**src/rtl/seq_emitter.sv**
```systemverilog
// Emits frames of 01,10,11 on num, repeated repeat_cnt+1 times with gap idle
// symbols between frames; abortable, with a one-cycle done pulse on completion.
module seq_emitter #(
  parameter int CNT_W = 4,
  parameter int GAP_W = 2
) (
  input  logic             clk,
  input  logic             reset,
  input  logic             start,
  input  logic             abort,
  input  logic [CNT_W-1:0] repeat_cnt,
  input  logic [GAP_W-1:0] gap,
  output logic [1:0]       num,
  output logic             busy,
  output logic             done
);

  typedef enum logic [2:0] {
    IDLE = 3'd0,
    SYM1 = 3'd1,
    SYM2 = 3'd2,
    SYM3 = 3'd3,
    GAP  = 3'd4,
    DONE = 3'd5
  } state_t;

  state_t             state_q, state_d;
  logic [CNT_W-1:0]   frames_q, frames_d;
  logic [GAP_W-1:0]   gap_len_q, gap_len_d;
  logic [GAP_W-1:0]   gap_cnt_q, gap_cnt_d;

  always_ff @(posedge clk) begin
    if (reset) begin
      state_q   <= IDLE;
      frames_q  <= '0;
      gap_len_q <= '0;
      gap_cnt_q <= '0;
    end else begin
      state_q   <= state_d;
      frames_q  <= frames_d;
      gap_len_q <= gap_len_d;
      gap_cnt_q <= gap_cnt_d;
    end
  end

  always_comb begin
    state_d   = state_q;
    frames_d  = frames_q;
    gap_len_d = gap_len_q;
    gap_cnt_d = gap_cnt_q;
    unique case (state_q)
      IDLE: begin
        if (start) begin
          state_d   = SYM1;
          frames_d  = repeat_cnt;
          gap_len_d = gap;
        end
      end
      SYM1: state_d = abort ? IDLE : SYM2;
      SYM2: state_d = abort ? IDLE : SYM3;
      SYM3: begin
        if (abort) begin
          state_d = IDLE;
        end else if (frames_q == '0) begin
          state_d = DONE;
        end else if (gap_len_q == '0) begin
          state_d  = SYM1;
          frames_d = frames_q - 1'b1;
        end else begin
          state_d   = GAP;
          gap_cnt_d = gap_len_q - 1'b1;
          frames_d  = frames_q - 1'b1;
        end
      end
      GAP: begin
        if (abort) begin
          state_d = IDLE;
        end else if (gap_cnt_q == '0) begin
          state_d = SYM1;
        end else begin
          gap_cnt_d = gap_cnt_q - 1'b1;
        end
      end
      DONE:    state_d = IDLE;
      default: state_d = IDLE;
    endcase
  end

  // Outputs depend only on the state register.
  always_comb begin
    num  = 2'b00;
    busy = 1'b0;
    done = 1'b0;
    unique case (state_q)
      SYM1:    begin num = 2'b01; busy = 1'b1; end
      SYM2:    begin num = 2'b10; busy = 1'b1; end
      SYM3:    begin num = 2'b11; busy = 1'b1; end
      GAP:     busy = 1'b1;
      DONE:    done = 1'b1;
      default: ;
    endcase
  end

endmodule

```
**config.mk**
```make
export PLATFORM = sky130hd
export DESIGN_NAME = seq_emitter
export DESIGN_NICKNAME = d
export VERILOG_FILES = /design/src/rtl/seq_emitter.sv
export SDC_FILE = /design/constraint.sdc
export NUM_CORES = 1
export LEC_CHECK = 0
export ABC_AREA = 1
export CAP_MARGIN = 20
export CORE_UTILIZATION = 40
export DETAILED_ROUTE_END_ITERATION = 12
export GPL_TIMING_DRIVEN = 0
export PLACE_DENSITY = 0.67
export SLEW_MARGIN = 25
export SYNTH_ARGS = -nofsm -noshare
export SYNTH_HDL_FRONTEND = slang
export SYNTH_SLANG_ARGS = --single-unit
export TNS_END_PERCENT = 1
```
**constraint.sdc**
```tcl
create_clock -name clk -period 1.3 [get_ports clk]
set_clock_uncertainty 0.05 [all_clocks]
set_input_delay 0.39 -clock clk [delete_from_list [all_inputs] [get_ports clk]]
set_output_delay 0.39 -clock clk [all_outputs]
set_load 0.05 [all_outputs]
```
# Yosys cells after proc, flatten, opt, wreduce, memory -nomap -nowiden
# Index checks and enable logic that the tools add are counted.
[op_classes]
add_sub_neg = 3
eq_ne = 12
muxes = 22
n_reduce_logical = 11
[ops]
columns = ["operator", "count"]
rows = [
  ["2-to-1 mux 3 bit", 6],
  ["case mux 3 bit (5 select lines)", 1],
  ["2-to-1 mux 2 bit", 7],
  ["2-to-1 mux 4 bit", 3],
  ["!= test 2 bit, second input constant", 6],
  ["case mux 4 bit (2 select lines)", 1],
  ["equality test 3 x 2 -> 1 bit, second input constant", 2],
  ["equality test 3 bit, second input constant", 2],
  ["case mux 2 bit (3 select lines)", 1],
  ["AND reduction 6 bit", 1],
  ["zero test 2 bit", 2],
  ["zero test 4 bit", 1],
  ["case mux 2 bit (2 select lines)", 1],
  ["AND reduction 2 bit", 2],
  ["AND reduction 4 bit", 1],
  ["nonzero test 2 bit", 2],
  ["OR reduction 4 bit", 1],
  ["subtractor 2 x 1 -> 2 bit, second input constant", 2],
  ["subtractor 4 x 1 -> 4 bit, second input constant", 1],
  ["equality test 3 x 1 -> 1 bit, second input constant", 1],
  ["zero test 3 bit", 1],
  ["!= test 3 bit, second input constant", 1],
  ["2-to-1 mux 1 bit", 2],
]
[totals]
regBits = 11
inputBits = 10

# Logic depth before layout (Yosys ltp)
# Gate-level depths: netlist of run 1.
[logic_depth]
ltp_word = 5
mapped_depth = 10
ltp_nobuf = 10

# Least setup slack after synthesis of run 1
# OpenSTA, ideal clock, no wires.
[synth_path]
path_kind = "register -> output"
start = "reg state_q[2]"
end = "out busy"
arrival_time_ps = 1646
required_time_ps = 860
path_slack_ps = -786
path_stages_with_launch = 5
n_path_buf = 1
cell_sequence = "dfxtp_1 buf_4 nor2_1 nor2_1 nand2_1"
[synth_via]
elab_chain_len = 3
elab_cells_between_ends = 6
classes_between = "eq/ne (4); mux (1); reduce/logical (1)"
[synth_rtl]
columns = ["element", "line_no", "rtl"]
rows = [
  ["start, declared", "27", "state_t state_q, state_d;"],
  ["start signal, assigned", "39", "state_q <= state_d;"],
  ["equality test 3 bit (tied with other cells)", "94", "unique case (state_q)"],
  ["OR reduction 4 bit (no source line) *", "--", ""],
  ["2-to-1 mux 1 bit *", "94", ""],
  ["end, declared", "14", "output logic busy,"],
]
# Mark *: on every way between the ends. The rest lies on a longest branch, timed or not.

# Worst setup path in the final report of run 1
# Ends and elaborated chain as after synthesis.

==> results of run 1 <==
-- power by group through the flow --
stage	logic (mW)	clock network (mW)	registers (mW)
6_report	0.362	0.236	0.393
5_1_grt	0.405	0.259	0.396
4_1_cts	0.353	0.246	0.392
3_5_place_dp	0.310	0	0.396
3_3_place_gp	0.304	0	0.396
2_1_floorplan	0.225	0	0.392
-- timing repair --
item	in CTS	in global routing
hold endpoints to repair	0	0
setup buffers	5	0
pin swaps	6	1
gates resized for setup	46	5
endpoints found under the setup margin	11	13
hold buffers	0	0
-- state kept, by name, indices dropped and copies added (netlist names) --
signal	cells
state_q	3
frames_q	4
gap_cnt_q	2
gap_len_q	2
-- through the flow --
step	setup TNS, ps	area (µm²)	worst slack, ps
3_5_place_dp	-4880	937	-794
3_3_place_gp	-4730	937	-780
2_1_floorplan	-317	776	-176
4_1_cts	-1440	1050	-259
6_report	-1410	1070	-257
5_1_grt	-2300	1070	-297
-- path summary, 6_finish.rpt --
| kind | startpoint | end | slack [ps] |
|---|---|---|---|
| setup / recovery | state_q[2]$_SDFFE_PP0P_ | busy | -260 |
| hold / removal | frames_q[1]$_SDFFE_PP0P_ | frames_q[1]$_SDFFE_PP0P_ | 440 |
| setup reg to reg | state_q[2]$_SDFFE_PP0P_ | gap_cnt_q[0]$_SDFFE_PP0P_ | -100 |
| hold reg to reg | frames_q[1]$_SDFFE_PP0P_ | frames_q[1]$_SDFFE_PP0P_ | 440 |
-- worst max-delay path: cells and delay by family (launching register included) --
family / cells / cell delay (ps)
AND/OR/NAND/NOR: 3 / 220
buffers and inverters: 2 / 290
flip-flops: 1 / 330
-- cells in the mapped netlist --
| master | n | area share |
|---|---|---|
| or2_2 | 1 | 0.0085 |
| nor2_1 | 14 | 0.071 |
| a21oi_1 | 7 | 0.048 |
| nor2_4 | 2 | 0.031 |
| o21ai_0 | 6 | 0.041 |
| dfxtp_1 | 11 | 0.30 |
| buf_4 | 1 | 0.010 |
| nand4_1 | 2 | 0.017 |
| inv_1 | 19 | 0.097 |
| nand2_1 | 44 | 0.22 |
| a21boi_0 | 1 | 0.010 |
| nor3_1 | 2 | 0.014 |
| nand3_1 | 12 | 0.082 |
| ha_1 | 2 | 0.034 |
| nand3_2 | 1 | 0.014 |
-- logic make-up (layout without fill, tap and decap cells) --
| kind of cell | count (synthesis) | after routing | synth area share |
|---|---|---|---|
| adders and majority gates | 2 | 2 | 0.0340 |
| DFF | 11 | 11 | 0.299 |
| AOI/OAI and AO/OA | 14 | 14 | 0.0986 |
| buffers and inverters | 20 | 42 | 0.107 |
| and+or+nand+nor | 78 | 78 | 0.461 |
-- cell type report --
class / count / area, µm² / area share
Buffer: 1 / 11.3 / 0.0106
Clock buffer: 3 / 22.5 / 0.0211
Clock inverter: 1 / 5.00 / 0.00469
Inverter: 19 / 76.3 / 0.0715
Multi-Input combinational cell: 94 / 518 / 0.485
Sequential cell: 11 / 230 / 0.216
Tap cell: 25 / 31.3 / 0.0293
Timing Repair Buffer: 18 / 173 / 0.162
-- routing by layer --
metal / track usage / part of all wire
met3: 0.0280 / 0.030
met2: 0.341 / 0.49
met1: 0.252 / 0.46
met4: 0.103 / 0.019
met5: 0 / 0
==> metrics, run 1 <==
crit path DAT 1120 ps; die extent in y 44.9 µm; Hold Crit Class flop to flop; CTS tree done; max_slew headroom 0.845; R2R cell count 8; Initial Util 0.426; Tot Pwr roughly 0.99 mW; drt wl/cell 10.0 µm; pwr/cell area 928 nW/µm²; die width 44.9 µm; Max Clock Freq 0.642 GHz; failing checks negative setup slack; fin cells between 150 and 200; RD Place Congestion ~0.8; final hold slack 436 ps; CP required 860 ps; sequential fraction of design power 0.396; DR pass1 iterations 4; crit-path max cell delay ~330 ps; Leakage 0.516 nW; P_sw approximately 0.36 mW; Final Worst Setup Slack -257 ps; Filler cells 169; sw frac 0.364; Total GRT Usage 0.203; CP endpoint kind output pin; final setup vio count 11; H-tree lvl count 1; critical-path cell list buf_6 -> nor2_4 -> nor2_2 -> nand2_2 -> buf_8; largest net degree at the start of global routing 8; total grt overflow 0; DRC viols 0; Worst Hold Depth 2; overall routed net length 1.73 mm; share of layout cells above drive strength 1 0.286; CTS sink cnt 11; Core Rows 15; clk_lat worst skew ~280 ps; antenna violations before repair 0; Final Util 0.618; DR vias 807; Max IR drop VDD roughly 610 µV; Synth Net Count 137; Final period util 1.20; vias in the first global route 696; Cells after DPL around 160; hpwl dp 1.26 mm; status finished with violations; DR iter-0 viols 24; Slew @ Worst Pin 231 ps; Root Buffer clkbuf_4; P&R area growth vs syn 45.1%; share of the yosys chip area belonging to registers 0.299; # IOs 14; Tmin final 1560 ps; first-pass GRT wire length 2.95 mm; critical path launch point type flop; syn_area_per_cell a little under 6 µm²; Clock transition at path regs 80 ps; most frequent cells in the layout nand2_1 (39), inv_1 (14), nor2_1 (9), clkdlybuf4s50_1 (9), nand3_1 (8); Die Area around 2000 µm²; Clock power frac 0.238; post-synth cell types 15; CP Class flop to output pin; internal power ~0.63 mW; RSZ-0062 raised after global routing true; Syn. warnings 0; maximum clock path buffer count 2; number of I/O port buffers 13; NumNets Final 160; Routed Antenna Nets 0; Slew Viols, Final 0; CTS buffer count 3; Comb power frac 0.365; core box area 1730 µm²; max-capacitance violation count 0; Worst Path Max Fanout 6; Post-Syn Instances 125; Vias/cell between 4 and 5; most common cell after layout, fill and taps aside nand2_1; Yosys reg bits 11; Crit-path slowest cell dfxtp_2; Ant. Diodes 0; post-synthesis cell area 736 µm²; Final Hold Viols 0
Note: power is estimated with default switching activity, not from simulation.
==> run 2: changes to the inputs <==
Settings changed: CELL_PAD_IN_SITES_DETAIL_PLACEMENT from default to 1, CELL_PAD_IN_SITES_GLOBAL_PLACEMENT from default to 2, CORE_UTILIZATION 40 to 23, CTS_CLUSTER_DIAMETER from default to 30, PLACE_DENSITY 0.67 to default, PLACE_DENSITY_LB_ADDON from default to 0.1.
==> run 2 against run 1 <==
Against the previous run: the run still ends with negative setup slack left; via count grew 1.6%; maximum frequency grew 0.51%; combinational power shrank 2%; worst setup slack gained 7.9 ps; register-to-register slack lost 30 ps; non-clock buffer count shrank 2; count of clock-buffer cells in the layout grew 1; clock power grew 5%; global-route usage shrank 6.3 points; critical path type unchanged; highest routed layer unchanged.
==> metrics, run 2 (synthesized netlist as in run 1, its figures left out) <==
core box area 3050 µm² (was 1730 µm²); Clock power frac 0.248 (was 0.238); # IOs 14 (unchanged); RSZ-0062 raised after global routing true (unchanged); Biggest register frames_q (unchanged); CP endpoint kind output pin (unchanged); Final Hold Viols 0 (unchanged); Final Worst Setup Slack -250 ps (was -257 ps); Routed Antenna Nets 0 (unchanged); Tmin final 1550 ps (was 1560 ps); largest registers frames_q: 4 flops, state_q: 3 flops (unchanged); H-tree lvl count 1 (unchanged); Filler cells 402 (was 169); fin cells 189 (was 172); DR vias 820 (was 807); Vias/cell 4.34 (was 4.69); vias in the first global route 795 (was 696); die extent in y 58.6 µm (was 44.9 µm); overall routed net length 2.03 mm (was 1.73 mm); DRC viols 0 (unchanged); max_slew headroom 0.805 (was 0.845); CTS tree done (unchanged); pwr/cell area 944 nW/µm² (was 928 nW/µm²); max FFs per register 4 (unchanged); setup_tns -1510 ps (was -1410 ps); CTS buffer count 3 (unchanged); Worst Path Max Fanout 5 (was 6); P&R area growth vs syn 43.5% (was 45.1%); first-pass GRT wire length 3.59 mm (was 2.95 mm); number of I/O port buffers 13 (unchanged); Cells after DPL 182 (was 163); Clock transition at path regs 80 ps (about the same); CTS sink cnt 11 (unchanged); antenna violations before repair 0 (unchanged); Max Clock Freq 0.645 GHz (was 0.642 GHz); failing checks negative setup slack (unchanged); Multi-input gate area 500 µm² (was 518 µm²); Tot Pwr 0.997 mW (was 0.990 mW); Leakage 0.492 nW (was 0.516 nW); hpwl dp 1.62 mm (was 1.26 mm); internal power 0.629 mW (about the same); Slew @ Worst Pin 292 ps (was 231 ps); most frequent cells in the layout nand2_1 (40), inv_1 (13), nand3_1 (10) (was nand2_1 (39), inv_1 (14), nor2_1 (9), clkdlybuf4s50_1 (9), nand3_1 (8)); NumNets Final 158 (was 160); maximum clock path buffer count 2 (unchanged); Total GRT Usage 0.140 (was 0.203); Final period util 1.19 (was 1.20); crit path DAT 1110 ps (was 1120 ps); Comb power frac 0.358 (was 0.365); total grt overflow 0 (unchanged); final setup vio count 10 (was 11); Root Buffer clkbuf_4 (unchanged); clk_lat worst skew 270 ps (was 280 ps); Initial Util 0.241 (was 0.426); Hold Crit Class flop to flop (unchanged); critical path launch point type flop (unchanged); DR iter-0 viols 6 (was 24); die width 58.6 µm (was 44.9 µm); Ant. Diodes 0 (unchanged); Hold-fix buffers, CTS 0 (unchanged); P_sw 0.368 mW (was 0.361 mW); sw frac 0.369 (was 0.364); RD Place Congestion 0.750 (was 0.781); status finished with violations (unchanged); sequential fraction of design power 0.394 (was 0.396); Max IR drop VDD 348 µV (was 615 µV); max-capacitance violation count 0 (unchanged); DR pass1 iterations 2 (was 4); share of layout cells above drive strength 1 0.255 (was 0.286); Reg area 230 µm² (unchanged); drt wl/cell 10.8 µm (was 10.0 µm); CP Class flop to output pin (unchanged); CP required 860 ps (about the same); most common cell after layout, fill and taps aside nand2_1 (unchanged); Core Rows 20 (was 15); largest net degree at the start of global routing 8 (unchanged); Setup WS pre-CTS -813 ps (was -794 ps); Slew Viols, Final 0 (unchanged); Die Area 3430 µm² (was 2010 µm²)
## run 2: changes by cell type in the layout (fill, tap and decap cells not counted)
cell      before  now
nand3_1        8   10
inv_4          2    3
nand2_1       39   40
buf_6          3    2
nand3_2        5    3
clkinv_2       1    0
inv_1         14   13
buf_4          6    5
clkbuf_1       0    1
nand2_4        1    0
## run 2: worst max-delay path, cell delays in order (launching register included)
cell	delay, ps
dfxtp_4	410
inv_4	60
nor2_4	110
nor2_2	50
nand2_2	60
buf_6	150
## run 2: timing repair
action	4_1_cts	5_1_grt
resized for setup	44	5
setup endpoints to repair	11	14
buffers inserted	3	0
pin swaps	4	1
## run 2: worst paths after layout
path | start | end | slack, ps | depth (start not counted)
setup / recovery | state_q[1]$_SDFFE_PP0P_ | busy | -250 | 5
hold / removal | frames_q[1]$_SDFFE_PP0P_ | frames_q[1]$_SDFFE_PP0P_ | 440 | 2
setup reg to reg | state_q[0]$_SDFFE_PP0P_ | frames_q[2]$_SDFFE_PP0P_ | -130 | 9
hold reg to reg | frames_q[1]$_SDFFE_PP0P_ | frames_q[1]$_SDFFE_PP0P_ | 440 | 2
## run 2: cell type report
cell class	count	area share
timing repair buffer	16	0.142
buffer	1	0.0142
tap	44	0.0521
sequential	11	0.218
multi-input combinational	94	0.474
clock buffer	4	0.0249
inverter	19	0.0746
## run 2: per-layer routing
layer / share of wire / GRT usage / vias to the layer above
li1: - / - / 432
met1: 0.49 / 0.181 / 375
met2: 0.49 / 0.236 / 11
met3: 0.022 / 0.0198 / 2
met4: 0.0054 / 0.0510 / 0
met5: 0 / 0 / -
## run 2: power groups by stage
| stage | registers [mW] | clock network, mW | logic, mW |
|---|---|---|---|
| CTS | 0.393 | 0.256 | 0.358 |
| floorplan | 0.392 | 0 | 0.225 |
| global placement | 0.396 | 0 | 0.317 |
| detailed placement | 0.398 | 0 | 0.322 |
| finish | 0.393 | 0.247 | 0.356 |
| global route | 0.398 | 0.280 | 0.400 |
## run 2: metrics by stage
step	area [µm²]	util	hold WS (ps)
after floorplan	776	-	399
after global placement	961	0.315	419
after detailed placement	961	0.315	429
after CTS	1050	0.343	448
after global routing	1060	0.346	466
final	1060	0.346	445
==> run 3: changes to the inputs <==
Settings changed: SETUP_SLACK_MARGIN from default to 0.4.
==> run 3 against run 2 <==
Against the previous run: the run still ends with negative setup slack left; non-clock buffer count stayed put; register-to-register slack about the same; cell count unchanged; total power down 0.21%; first-iteration DRC count shrank 17%; critical path type unchanged; critical endpoint unchanged.
==> metrics, run 3 (synthesized netlist as in run 1, its figures left out) <==
status finished with violations (unchanged); failing checks negative setup slack (unchanged); Slew Viols, Final 0 (unchanged); crit path DAT 1110 ps (about the same); Core Rows 20 (unchanged); DR iter-0 viols 5 (was 6); Worst Hold Depth 2 (unchanged); die extent in y 58.6 µm (unchanged); CTS sink cnt 11 (unchanged); Top delay family on crit path flip-flops (unchanged); Ant. Diodes 0 (unchanged); H-tree lvl count 1 (unchanged); CTS tree done (unchanged); Multi-input gate area 500 µm² (unchanged); core box area 3050 µm² (unchanged); Hold Crit Class flop to flop (unchanged); flop-to-flop setup slack -120 ps (was -130 ps); CTS buffer count 3 (unchanged); Vias/cell 4.29 (was 4.34); DR pass1 iterations 3 (was 2); Slew @ Worst Pin 272 ps (was 292 ps); vias in the first global route 796 (was 795); Max Clock Freq 0.646 GHz (was 0.645 GHz); CP required 860 ps (about the same); Final period util 1.19 (about the same); crit-path max cell delay 410 ps (about the same); Initial Util 0.241 (unchanged); Max IR drop VDD 347 µV (was 348 µV); CP endpoint kind output pin (unchanged); overall routed net length 2.03 mm (about the same); RR Endpoint frames_q[2]$_SDFFE_PP0P_ (unchanged); Final Hold Viols 0 (unchanged); clk_lat worst skew 270 ps (about the same); Die Area 3430 µm² (unchanged); # IOs 14 (unchanged); DRC viols 0 (unchanged); Worst Path Max Fanout 5 (unchanged); R2R cell count 9 (unchanged); CP Class flop to output pin (unchanged); Cells after DPL 182 (unchanged); antenna violations before repair 0 (unchanged); origin of the critical flop-to-flop path state_q[0]$_SDFFE_PP0P_ (unchanged); die width 58.6 µm (unchanged); Final Worst Setup Slack -248 ps (was -250 ps); Root Buffer clkbuf_4 (unchanged); number of I/O port buffers 13 (unchanged); CP Buf/Inv Count 2 (unchanged); Tmin final 1550 ps (about the same); fin cells 189 (unchanged); RSZ-0062 raised after global routing true (unchanged); first-pass GRT wire length 3.57 mm (was 3.59 mm); Routed Antenna Nets 0 (unchanged); DR vias 810 (was 820); maximum clock path buffer count 2 (unchanged); critical path launch point type flop (unchanged); RD Place Congestion 0.750 (unchanged); Crit-path slowest cell dfxtp_4 (unchanged); share of layout cells above drive strength 1 0.248 (was 0.255); final setup vio count 10 (unchanged); most common cell after layout, fill and taps aside nand2_1 (unchanged); Hold-fix buffers, CTS 0 (unchanged); drt wl/cell 10.7 µm (was 10.8 µm); pwr/cell area 943 nW/µm² (was 944 nW/µm²); NumNets Final 158 (unchanged); Hold EP frames_q[1]$_SDFFE_PP0P_ (unchanged); max-capacitance violation count 0 (unchanged); max_slew headroom 0.819 (was 0.805); largest registers frames_q: 4 flops, state_q: 3 flops (unchanged); max FFs per register 4 (unchanged); min-delay src frames_q[1]$_SDFFE_PP0P_ (unchanged); Reg area 230 µm² (unchanged); Leakage 0.495 nW (was 0.492 nW); hpwl dp 1.62 mm (unchanged); setup_tns -1500 ps (was -1510 ps); critical-path cell list inv_4 -> nor2_4 -> nor2_2 -> nand2_2 -> buf_6 (unchanged); P&R area growth vs syn 43.4% (was 43.5%); Total GRT Usage 0.140 (unchanged); Final Util 0.345 (was 0.346); Filler cells 403 (was 402); Biggest register frames_q (unchanged); total grt overflow 0 (unchanged); Clock transition at path regs 80 ps (about the same); largest net degree at the start of global routing 8 (unchanged); most frequent cells in the layout nand2_1 (40), inv_1 (14), nand3_1 (10) (was nand2_1 (40), inv_1 (13), nand3_1 (10)); CP startpoint state_q[1]$_SDFFE_PP0P_ (unchanged)
## run 3: per-stage QoR
| step | power [mW] | area, µm² | hold WS (ps) | worst slack, ps |
|---|---|---|---|---|
| final | 0.994 | 1050 | 445 | -248 |
| after detailed placement | 0.719 | 961 | 429 | -813 |
| after global placement | 0.713 | 961 | 419 | -827 |
| after floorplan | 0.617 | 776 | 399 | -176 |
| after CTS | 1.01 | 1050 | 448 | -272 |
| after global routing | 1.08 | 1050 | 466 | -306 |
## run 3: tightest hold or removal path: cells and delay by family (launching register included)
| kind | cells | cell delay, ps |
|---|---|---|
| DFF | 1 | 340 |
| and+or+nand+nor | 2 | 130 |
## run 3: timing repair
item	in CTS	in global routing
pin swaps	5	2
resized for setup	46	3
endpoints found under the setup margin	15	15
setup buffers	3	0
## run 3: power breakdown
group	switching [mW]	internal [mW]
Combinational	0.213	0.142
Clock	0.128	0.119
Sequential	0.0264	0.367
## run 3: final cells by class
| cell class | instances | share of cell area |
|---|---|---|
| plain buffers | 1 | 0.0142 |
| repair buffers | 16 | 0.141 |
| clock buffers | 4 | 0.0249 |
| multi-input cells | 94 | 0.474 |
| inverters | 19 | 0.0747 |
| flip-flops and latches | 11 | 0.218 |
| well taps | 44 | 0.0522 |
## run 3: how the worst max path moves through the flow
stage | cells past startpoint | slack (ps) | endpoint
floorplan | 4 | -180 | busy
global placement | 4 | -830 | busy
CTS | 5 | -270 | busy
global route | 5 | -310 | busy
detailed placement | 4 | -810 | busy
finish | 5 | -250 | busy
## run 3: layer usage
metal / vias up / GRT usage / part of all wire
met5: - / 0 / 0
met4: 0 / 0.0510 / 0.0039
met3: 2 / 0.0198 / 0.021
met2: 11 / 0.236 / 0.49
met1: 365 / 0.181 / 0.49
li1: 432 / - / -
